--- src/rtl/demod_stream_arbiter.sv ---
// ============================================================================
// demod_stream_arbiter
// ----------------------------------------------------------------------------
// Round-robin, packet-locked N:1 AXI-Stream arbiter in front of the shared
// demodulate pipeline. NUM_CH tuned-channel IQ/angle streams time-share one
// demodulator. Every output beat is tagged on m00_axis_tuser with the channel
// it came from, so downstream logic can keep per-channel angle history.
//
// A grant is held until the granted channel delivers tlast, or until
// BURST_MAX beats have been forwarded. In the BURST_MAX case tlast is forced
// on the last beat of the burst. Re-arbitration costs one idle input cycle.
//
// Ports
//   s00_axis_aclk     : sole clock
//   s00_axis_aresetn  : synchronous reset, active HIGH despite its name
//   s00_axis_tvalid   : per-channel valid, bit i = channel i
//   s00_axis_tdata    : channel i at [i*DW +: DW]
//   s00_axis_tlast    : per-channel end of packet
//   s00_axis_tstrb    : channel i at [i*DW/8 +: DW/8]
//   s00_axis_tready   : per-channel ready, only the granted bit can be 1
//   m00_axis_tready   : downstream ready
//   m00_axis_tvalid   : registered output valid
//   m00_axis_tdata    : registered forwarded data
//   m00_axis_tlast    : source tlast, or forced on the BURST_MAX-th beat
//   m00_axis_tstrb    : registered forwarded strobe
//   m00_axis_tuser    : source channel ID of the current output beat
//   stat_beats        : per-channel accepted-beat counters, 32 bits each
//
// Build option
//   ARB_STATS_EN : when defined, stat_beats[i*32 +: 32] counts accepted beats
//                  of channel i (wrapping, cleared by reset only). When not
//                  defined, stat_beats is tied to zero and no counters exist.
// ============================================================================
module demod_stream_arbiter #(
    parameter int NUM_CH                 = 4,
    parameter int C_S00_AXIS_TDATA_WIDTH = 32,
    parameter int C_M00_AXIS_TDATA_WIDTH = 32,
    parameter int BURST_MAX              = 64
) (
    input  logic                                      s00_axis_aclk,
    input  logic                                      s00_axis_aresetn,
    input  logic [NUM_CH-1:0]                         s00_axis_tvalid,
    input  logic [NUM_CH*C_S00_AXIS_TDATA_WIDTH-1:0]  s00_axis_tdata,
    input  logic [NUM_CH-1:0]                         s00_axis_tlast,
    input  logic [NUM_CH*(C_S00_AXIS_TDATA_WIDTH/8)-1:0] s00_axis_tstrb,
    output logic [NUM_CH-1:0]                         s00_axis_tready,
    input  logic                                      m00_axis_tready,
    output logic                                      m00_axis_tvalid,
    output logic [C_M00_AXIS_TDATA_WIDTH-1:0]         m00_axis_tdata,
    output logic                                      m00_axis_tlast,
    output logic [C_M00_AXIS_TDATA_WIDTH/8-1:0]       m00_axis_tstrb,
    output logic [$clog2(NUM_CH)-1:0]                 m00_axis_tuser,
    output logic [NUM_CH*32-1:0]                      stat_beats
);

    localparam int DW    = C_S00_AXIS_TDATA_WIDTH;
    localparam int SW    = DW / 8;
    localparam int ID_W  = $clog2(NUM_CH);
    localparam int CNT_W = $clog2(BURST_MAX + 1);

    typedef enum logic [0:0] {
        ST_IDLE  = 1'b0,
        ST_GRANT = 1'b1
    } state_t;

    // The reset input is active high even though it carries an AXI-style name.
    logic              rst_s;

    state_t            state_r;
    state_t            state_next_s;
    logic [ID_W-1:0]   grant_r;
    logic [ID_W-1:0]   rr_r;
    logic [CNT_W-1:0]  cnt_r;

    logic              m_valid_r;
    logic [DW-1:0]     m_data_r;
    logic              m_last_r;
    logic [SW-1:0]     m_strb_r;
    logic [ID_W-1:0]   m_user_r;

    logic              pick_found_s;
    logic [ID_W-1:0]   pick_s;
    logic              slot_free_s;
    logic              accept_s;
    logic              out_last_s;
    logic [DW-1:0]     sel_data_s;
    logic [SW-1:0]     sel_strb_s;

    assign rst_s = s00_axis_aresetn;

    // Output slot can take a beat when empty or being drained this cycle.
    assign slot_free_s = m00_axis_tready | ~m_valid_r;

    // Source mux for the granted channel.
    assign sel_data_s = s00_axis_tdata[int'(grant_r)*DW +: DW];
    assign sel_strb_s = s00_axis_tstrb[int'(grant_r)*SW +: SW];

    // Round-robin search: first requester after the last winner, wrapping.
    always_comb begin
        int sum_v;
        pick_found_s = 1'b0;
        pick_s       = '0;
        sum_v        = 0;
        for (int k = 1; k <= NUM_CH; k++) begin
            sum_v = int'(rr_r) + k;
            if (sum_v >= NUM_CH) begin
                sum_v = sum_v - NUM_CH;
            end else begin
                sum_v = sum_v;
            end
            if (!pick_found_s && s00_axis_tvalid[sum_v[ID_W-1:0]]) begin
                pick_found_s = 1'b1;
                pick_s       = sum_v[ID_W-1:0];
            end else begin
                pick_found_s = pick_found_s;
            end
        end
    end

    // Ready is offered only to the granted channel, and never during reset.
    always_comb begin
        s00_axis_tready = '0;
        if ((state_r == ST_GRANT) && !rst_s) begin
            s00_axis_tready[grant_r] = slot_free_s;
        end else begin
            s00_axis_tready = '0;
        end
    end

    // Beat acceptance and the forced end-of-burst marker.
    always_comb begin
        accept_s   = 1'b0;
        out_last_s = 1'b0;
        if (state_r == ST_GRANT) begin
            accept_s   = s00_axis_tvalid[grant_r] & slot_free_s & ~rst_s;
            out_last_s = s00_axis_tlast[grant_r] | (cnt_r == CNT_W'(BURST_MAX - 1));
        end else begin
            accept_s   = 1'b0;
            out_last_s = 1'b0;
        end
    end

    // Next-state logic for the arbiter FSM.
    always_comb begin
        state_next_s = state_r;
        case (state_r)
            ST_IDLE: begin
                if (pick_found_s) begin
                    state_next_s = ST_GRANT;
                end else begin
                    state_next_s = ST_IDLE;
                end
            end
            ST_GRANT: begin
                if (accept_s && out_last_s) begin
                    state_next_s = ST_IDLE;
                end else begin
                    state_next_s = ST_GRANT;
                end
            end
            default: begin
                state_next_s = ST_IDLE;
            end
        endcase
    end

    // FSM state, grant bookkeeping and burst counter.
    always_ff @(posedge s00_axis_aclk) begin
        if (rst_s) begin
            state_r <= ST_IDLE;
            grant_r <= '0;
            rr_r    <= ID_W'(NUM_CH - 1);
            cnt_r   <= '0;
        end else begin
            state_r <= state_next_s;
            if ((state_r == ST_IDLE) && pick_found_s) begin
                grant_r <= pick_s;
                rr_r    <= pick_s;
                cnt_r   <= '0;
            end else if (accept_s) begin
                cnt_r   <= cnt_r + CNT_W'(1);
            end
        end
    end

    // Registered output slot: load on accept, clear when drained with no refill.
    always_ff @(posedge s00_axis_aclk) begin
        if (rst_s) begin
            m_valid_r <= 1'b0;
            m_data_r  <= '0;
            m_last_r  <= 1'b0;
            m_strb_r  <= '0;
            m_user_r  <= '0;
        end else if (accept_s) begin
            m_valid_r <= 1'b1;
            m_data_r  <= sel_data_s;
            m_last_r  <= out_last_s;
            m_strb_r  <= sel_strb_s;
            m_user_r  <= grant_r;
        end else if (m_valid_r && m00_axis_tready) begin
            m_valid_r <= 1'b0;
        end
    end

    assign m00_axis_tvalid = m_valid_r;
    assign m00_axis_tdata  = m_data_r;
    assign m00_axis_tlast  = m_last_r;
    assign m00_axis_tstrb  = m_strb_r;
    assign m00_axis_tuser  = m_user_r;

`ifdef ARB_STATS_EN
    logic [31:0] stat_r [NUM_CH];

    // Per-channel accepted-beat counters, wrapping, cleared by reset only.
    always_ff @(posedge s00_axis_aclk) begin
        if (rst_s) begin
            for (int i = 0; i < NUM_CH; i++) begin
                stat_r[i] <= 32'd0;
            end
        end else if (accept_s) begin
            stat_r[grant_r] <= stat_r[grant_r] + 32'd1;
        end
    end

    // Flatten the counters onto the output bus.
    always_comb begin
        stat_beats = '0;
        for (int i = 0; i < NUM_CH; i++) begin
            stat_beats[i*32 +: 32] = stat_r[i];
        end
    end
`else
    assign stat_beats = '0;
`endif

endmodule

--- config.mk ---
export PLATFORM = sky130hd
export DESIGN_NAME = demod_stream_arbiter
export DESIGN_NICKNAME = d
export VERILOG_FILES = /design/src/rtl/demod_stream_arbiter.sv
export SDC_FILE = /design/constraint.sdc
export NUM_CORES = 1
export LEC_CHECK = 0
export ABC_AREA = 1
export CAP_MARGIN = 0
export CORE_AREA = 2 2 126 128
export DETAILED_ROUTE_END_ITERATION = 8
export DIE_AREA = 0 0 128 130
export GPL_ROUTABILITY_DRIVEN = 0
export PLACE_DENSITY = 0.67
export SLEW_MARGIN = 20
export SYNTH_ARGS = -nofsm -noshare
export SYNTH_HDL_FRONTEND = slang
export SYNTH_SLANG_ARGS = --single-unit
--- constraint.sdc ---
create_clock -name s00_axis_aclk -period 3.59 [get_ports s00_axis_aclk]
set_input_delay 0.5385 -clock s00_axis_aclk [delete_from_list [all_inputs] [get_ports s00_axis_aclk]]
set_output_delay 0.5385 -clock s00_axis_aclk [all_outputs]
set_load 0.1 [all_outputs]
==> results of run 1 <==
power by group:
group	switching (mW)	leakage (nW)	internal (mW)
sequential	0.105	0.424	0.706
combinational	2.19	2.12	0.687
clock	0.220	0.0808	0.329
total	2.52	2.62	1.72
synth_stat cells:
cell type and n:
a21oi_1 54, a21oi_2 1, a22o_1 14, a22oi_1 3
buf_1 2, buf_2 12, buf_4 132, clkbuf_1 11
clkinv_1 1, conb_1 1, dfxtp_1 52, ha_1 1
inv_1 41, inv_2 3, nand2_1 132, nand2_2 2
nand3_1 29, nand4_1 5, nor2_1 26, nor2_2 1
nor3_1 15, o211ai_1 11, o21ai_0 48, o21ai_1 8
xnor2_1 2, xor2_1 2
layer usage:
layer  routed length (um)  part of all wire (%)
met1                 5310                    42
met5                    0                     0
met3                 1090                   8.6
met4                  154                   1.2
met2                 6010                    48
area by class of cell:
| class | instances | area, sq um |
|---|---|---|
| clock buffer | 6 | 129 |
| timing repair buffer | 206 | 2040 |
| inverter | 45 | 169 |
| multi-input combinational | 482 | 2200 |
| clock inverter | 2 | 35.0 |
| fill | 1659 | 9570 |
| sequential | 52 | 1040 |
| tap | 192 | 240 |
worst max-delay path, delay by kind of cell:
family | cells | cell delay (ns)
simple gates | 3 | 0.64
buf+inv | 2 | 0.84
cell usage in the layout, fill, tap and decap left out, types with 8 or more instances in the layout:
master	synthesis	routed
clkdlybuf4s50_1	0	194
nand2_1	132	132
conb_1	1	128
a21oi_1	54	54
dfxtp_1	52	52
o21ai_0	48	48
inv_1	41	41
nand3_1	29	29
nor2_1	26	24
nor3_1	15	15
a22o_1	14	14
o211ai_1	11	11
buf_4	132	11
o21ai_1	8	8
sequential cells by signal, indices dropped and copies added (netlist names):
register / cells
state_r: 1
m00_axis_tuser: 2
m00_axis_tstrb: 4
m00_axis_tvalid: 1
rr_r: 2
cnt_r: 7
grant_r: 2
m00_axis_tdata: 32
m00_axis_tlast: 1
cells by family after synthesis:
| family | Yosys count |
|---|---|
| AOI/OAI and AO/OA | 139 |
| adders and majority gates | 1 |
| xor gates and xnor gates | 4 |
| buffers and inverters | 202 |
| and+or+nand+nor | 210 |
| other | 1 |
| DFF | 52 |
worst paths after layout:
check	startpoint	slack (ns)	endpoint	cells past startpoint
max	s00_axis_aresetn	1.04	s00_axis_tready[0]	5
min	m00_axis_tlast$_SDFFE_PP0P_	0.48	m00_axis_tlast$_SDFFE_PP0P_	2
max reg2reg	grant_r[0]$_SDFFE_PP0P_	1.26	m00_axis_tdata[16]$_SDFFE_PP0P_	8
min reg2reg	m00_axis_tlast$_SDFFE_PP0P_	0.48	m00_axis_tlast$_SDFFE_PP0P_	2
==> impl_metrics.env, run 1 <==
export IMPL_cp_max_fo=6
export IMPL_cp_slowest_cell="clkdlybuf4s50_1"
export IMPL_drc=0
export IMPL_antenna_found_initial=0
export IMPL_critPathMaxStageDelay_ns=0.50
export IMPL_synthSimpleGateAreaFrac_pct=21.5
export IMPL_arrival_ns=2.01
export IMPL_syn2layout_area_growth_pct=46.1
export IMPL_synthDistinctLibCells=26
export IMPL_synth_seq_cells=52
export IMPL_antenna_cells=0
export IMPL_crit_path_start_kind="primary input"
export IMPL_vias_per_cell=4.19
export IMPL_firstDrtPassIters=4
export IMPL_via_count=4131
export IMPL_die_area_sq_um=16600
export IMPL_ctsResizeCount=0
export IMPL_clock_skew_ns=0.00486
export IMPL_grt_use_met3_pct=4.47
export IMPL_dpl_hpwl_mm=9.80
export IMPL_setup_viol=0
export IMPL_p_total_mw=4.24
export IMPL_cts_tree="built"
export IMPL_clk_path_buf_depth=2
export IMPL_post_place_ws_ns=0.983
export IMPL_fmax_mhz=392
export IMPL_synth_warnings=0
export IMPL_synthXorXnorAreaFrac_pct=0.873
export IMPL_post_cts_setup_buffer_count=0
export IMPL_grt_max_degree=38
export IMPL_core_sq_um=15400
export IMPL_wirelength_mm=12.6
export IMPL_min_path_type="reg2reg"
export IMPL_synthAdderAreaFrac_pct=0.312
export IMPL_netlist_area_leader_share_pct=26.0
export IMPL_fin_hold_ws_ns=0.479
export IMPL_num_io_pins=327
export IMPL_crit_required_ns=3.05
export IMPL_die_x_um=128
export IMPL_drive_above_1_share_pct=3.53
export IMPL_cts_max_level=2
export IMPL_yosysTopAreaCell="dfxtp_1"
export IMPL_grt_pass1_wl_mm=18.9
export IMPL_synth_top_family_by_area="buffers and inverters"
export IMPL_grt_ovfl_total=0
export IMPL_synth_area_sq_um=4010
export IMPL_finalWorstSetupSlack_ns=1.04
export IMPL_seq_area_frac_synth_pct=26.0
export IMPL_initial_core_util_pct=26.0
export IMPL_num_rows=46
export IMPL_clk_latency_ns=0.29
export IMPL_clock_sinks=52
export IMPL_post_drt_wl_per_cell_um=12.7
export IMPL_clockRootBuffer="clkbuf_16"
export IMPL_final_setup_tns_ns=0
export IMPL_max_cap_viol_count=0
export IMPL_power_leakage_nw=2.62
export IMPL_end_kind="output pin"
export IMPL_fin_area_sq_um=5860
export IMPL_power_density_nw_per_um2=724
export IMPL_ys_top_cells_by_area="dfxtp_1, buf_4, nand2_1"
export IMPL_rsz0062_at_grt="false"
export IMPL_cts_buffers=5
export IMPL_ir_worst_vdd_v=0.000309
export IMPL_place_area_sq_um=5700
export IMPL_slew_headroom_pct=30.0
export IMPL_use_met2_pct=25.7
export IMPL_utilization_pct=38.0
export IMPL_placed_cells=977
export IMPL_crit_chain="clkdlybuf4s50_1 > nor2_1 > nand2_1 > nor3_1 > buf_4"
export IMPL_die_y_um=130
export IMPL_use_met1_pct=17.3
export IMPL_final_antenna_net_count=0
export IMPL_grt_use_total_pct=14.5
export IMPL_syn_inst=609
export IMPL_globalRoute_busiestLayer="met2"
export IMPL_critPathKind="in2out"
export IMPL_period_needed_ns=2.55
export IMPL_synth_compound_area_share_pct=19.6
export IMPL_slew_violations=0
export IMPL_grt_pass1_vias=3721
export IMPL_outcome="complete, no violations"
export IMPL_syn_avg_cell_area_sq_um=6.59
export IMPL_clk_pin_slew_ns=0.07
export IMPL_layout_cells_non_filler=985
export IMPL_port_buffers=198
export IMPL_finalCritPeriodShare_pct=71.0
export IMPL_postCtsHoldBufs=0
export IMPL_tightest_slew_ns=1.05
export IMPL_fin_nets=948
export IMPL_hold_violations=0
export IMPL_synthMuxAreaShare_pct=0
export IMPL_drtIter0Drc=142
No activity file was read; power rests on OpenSTA's default activity.
==> run 2, diff against run 1 <==
Settings changed: CORE_AREA 2 2 126 128 to 2 2 128 130, DIE_AREA 0 0 128 130 to 0 0 130 132, PLACE_DENSITY 0.67 to 0.65.
Clock period 3.59 ns to 2.6 ns, I/O delays scaled along.
==> impl_metrics.env, run 2 (synthesized netlist as in run 1, its figures left out) <==
export IMPL_finalCritPeriodShare_pct=82.4
export IMPL_fillers=1663
export IMPL_p_sw_mw=3.52
export IMPL_max_cap_viol_count=0
export IMPL_die_y_um=132
export IMPL_switching_share_pct=60.3
export IMPL_final_common_cell="clkdlybuf4s50_1"
export IMPL_antenna_found_initial=0
export IMPL_crit_chain="clkdlybuf4s50_1 > nor2_1 > nand2_1 > nor2_1 > buf_12"
export IMPL_final_antenna_net_count=0
export IMPL_drtIter0Drc=145
export IMPL_cts_buffers=5
export IMPL_rsz0062_at_grt="false"
export IMPL_power_density_nw_per_um2=991
export IMPL_ir_worst_vdd_v=0.000413
export IMPL_layout_cells_non_filler=1013
export IMPL_fmax_mhz=467
export IMPL_crit_required_ns=2.21
export IMPL_seqPwrFrac_pct=19.3
export IMPL_fin_hold_ws_ns=0.489
export IMPL_critPathMaxStageDelay_ns=0.49
export IMPL_fin_area_sq_um=5890
export IMPL_setup_viol=0
export IMPL_post_drt_wl_per_cell_um=13.0
export IMPL_ctsResizeCount=0
export IMPL_drive_above_1_share_pct=9.16
export IMPL_outcome="complete, no violations"
export IMPL_slew_headroom_pct=65.6
export IMPL_p_int_mw=2.32
export IMPL_slew_violations=0
export IMPL_num_rows=46
export IMPL_cts_max_level=2
export IMPL_hold_violations=0
export IMPL_grt_pass1_wl_mm=20.0
export IMPL_num_io_pins=327
export IMPL_tightest_slew_ns=0.516
export IMPL_drc=0
export IMPL_dpl_hpwl_mm=10.2
export IMPL_critPathKind="in2out"
export IMPL_min_path_type="reg2reg"
export IMPL_cp_slowest_cell="clkdlybuf4s50_1"
export IMPL_period_needed_ns=2.14
export IMPL_grt_pass1_vias=3843
export IMPL_clk_latency_ns=0.30
export IMPL_wirelength_mm=13.2
export IMPL_core_sq_um=15700
export IMPL_clk_pin_slew_ns=0.07
export IMPL_die_area_sq_um=17200
export IMPL_power_leakage_nw=2.73
export IMPL_firstDrtPassIters=4
export IMPL_grt_use_total_pct=15.0
export IMPL_layout_common_cells="clkdlybuf4s50_1, nand2_1, conb_1"
export IMPL_clock_sinks=52
export IMPL_largest_reg_flops=32
export IMPL_vias_per_cell=4.12
export IMPL_p_clk_share_pct=12.1
export IMPL_place_area_sq_um=5740
export IMPL_placed_cells=1005
export IMPL_combPwrFrac_pct=68.7
export IMPL_postCtsHoldBufs=0
export IMPL_grt_ovfl_total=0
export IMPL_die_x_um=130
export IMPL_clock_skew_ns=0.00727
export IMPL_cp_max_fo=6
export IMPL_via_count=4172
export IMPL_antenna_cells=0
export IMPL_syn2layout_area_growth_pct=46.7
export IMPL_clockRootBuffer="clkbuf_16"
export IMPL_clk_path_buf_depth=2
export IMPL_fin_nets=952
export IMPL_cp_common_cell="nor2_1"
export IMPL_crit_path_start_kind="primary input"
export IMPL_post_cts_setup_buffer_count=0
export IMPL_cp_buffers_inverters=2
export IMPL_grt_max_degree=50
export IMPL_initial_core_util_pct=25.5
export IMPL_arrival_ns=1.75
export IMPL_cts_tree="built"
export IMPL_end_kind="output pin"
export IMPL_port_buffers=198
export IMPL_crit_family="buffers and inverters"
==> run 2: cell types whose count changed in the layout (fill, tap and decap cells not counted), sizes merged <==
cell,change
clkdlybuf4s50,-40
bufinv,-1
clkinv,-1
clkinvlp,+1
clkbuf,+1
buf,+44
==> run 2: final timing paths <==
kind,from,endpoint,slack (ns),depth (start not counted)
setup / recovery,s00_axis_aresetn,s00_axis_tready[2],0.46,5
hold / removal,m00_axis_tlast$_SDFFE_PP0P_,m00_axis_tlast$_SDFFE_PP0P_,0.49,2
setup reg to reg,grant_r[0]$_SDFFE_PP0P_,m00_axis_tstrb[2]$_SDFFE_PP0P_,0.72,6
hold reg to reg,m00_axis_tlast$_SDFFE_PP0P_,m00_axis_tlast$_SDFFE_PP0P_,0.49,2
==> run 2: cell type report <==
class	count	area, sq um	share of cell area, %
multi-input cells	482	2210	37.5
repair buffers	210	2050	34.8
flip-flops and latches	52	1040	17.7
well taps	216	270	4.59
inverters	45	169	2.87
clock buffers	7	143	2.42
clock inverters	1	7.51	0.128
==> run 2: layer usage <==
metal / share of wire, % / up-vias / GRT usage [%]
li1: - / 2109 / -
met3: 9.0 / 8 / 5.44
met4: 1.0 / 0 / 3.76
met5: 0 / - / 0
met2: 49 / 182 / 25.7
met1: 41 / 1873 / 17.6
==> run 2: power by group through the flow <==
| stage | Combinational (mW) | Clock (mW) | Sequential [mW] |
|---|---|---|---|
| after floorplan | 2.24 | 0 | 2.09 |
| after global placement | 4.03 | 0 | 1.14 |
| after detailed placement | 4.03 | 0 | 1.14 |
| after CTS | 4.03 | 0.742 | 1.12 |
| after global routing | 4.28 | 0.758 | 1.15 |
| final | 4.01 | 0.704 | 1.12 |
==> run 2: worst register-to-register path, delay by kind of cell (launching register included) <==
kind	cells	cell delay [ns]
flops	1	0.42
buf+inv	2	0.60
simple gates	3	0.50
compound gates	1	0.24
==> run 2: stage by stage <==
stage | TNS, ns | setup WS (ns) | utilization [%] | power [mW]
2_1_floorplan | -0.155 | -0.0517 | - | 4.33
3_3_place_gp | 0 | 0.473 | 36.5 | 5.16
3_5_place_dp | 0 | 0.451 | 36.5 | 5.16
4_1_cts | 0 | 0.463 | 37.5 | 5.90
5_1_grt | 0 | 0.313 | 37.5 | 6.19
6_report | 0 | 0.457 | 37.5 | 5.84
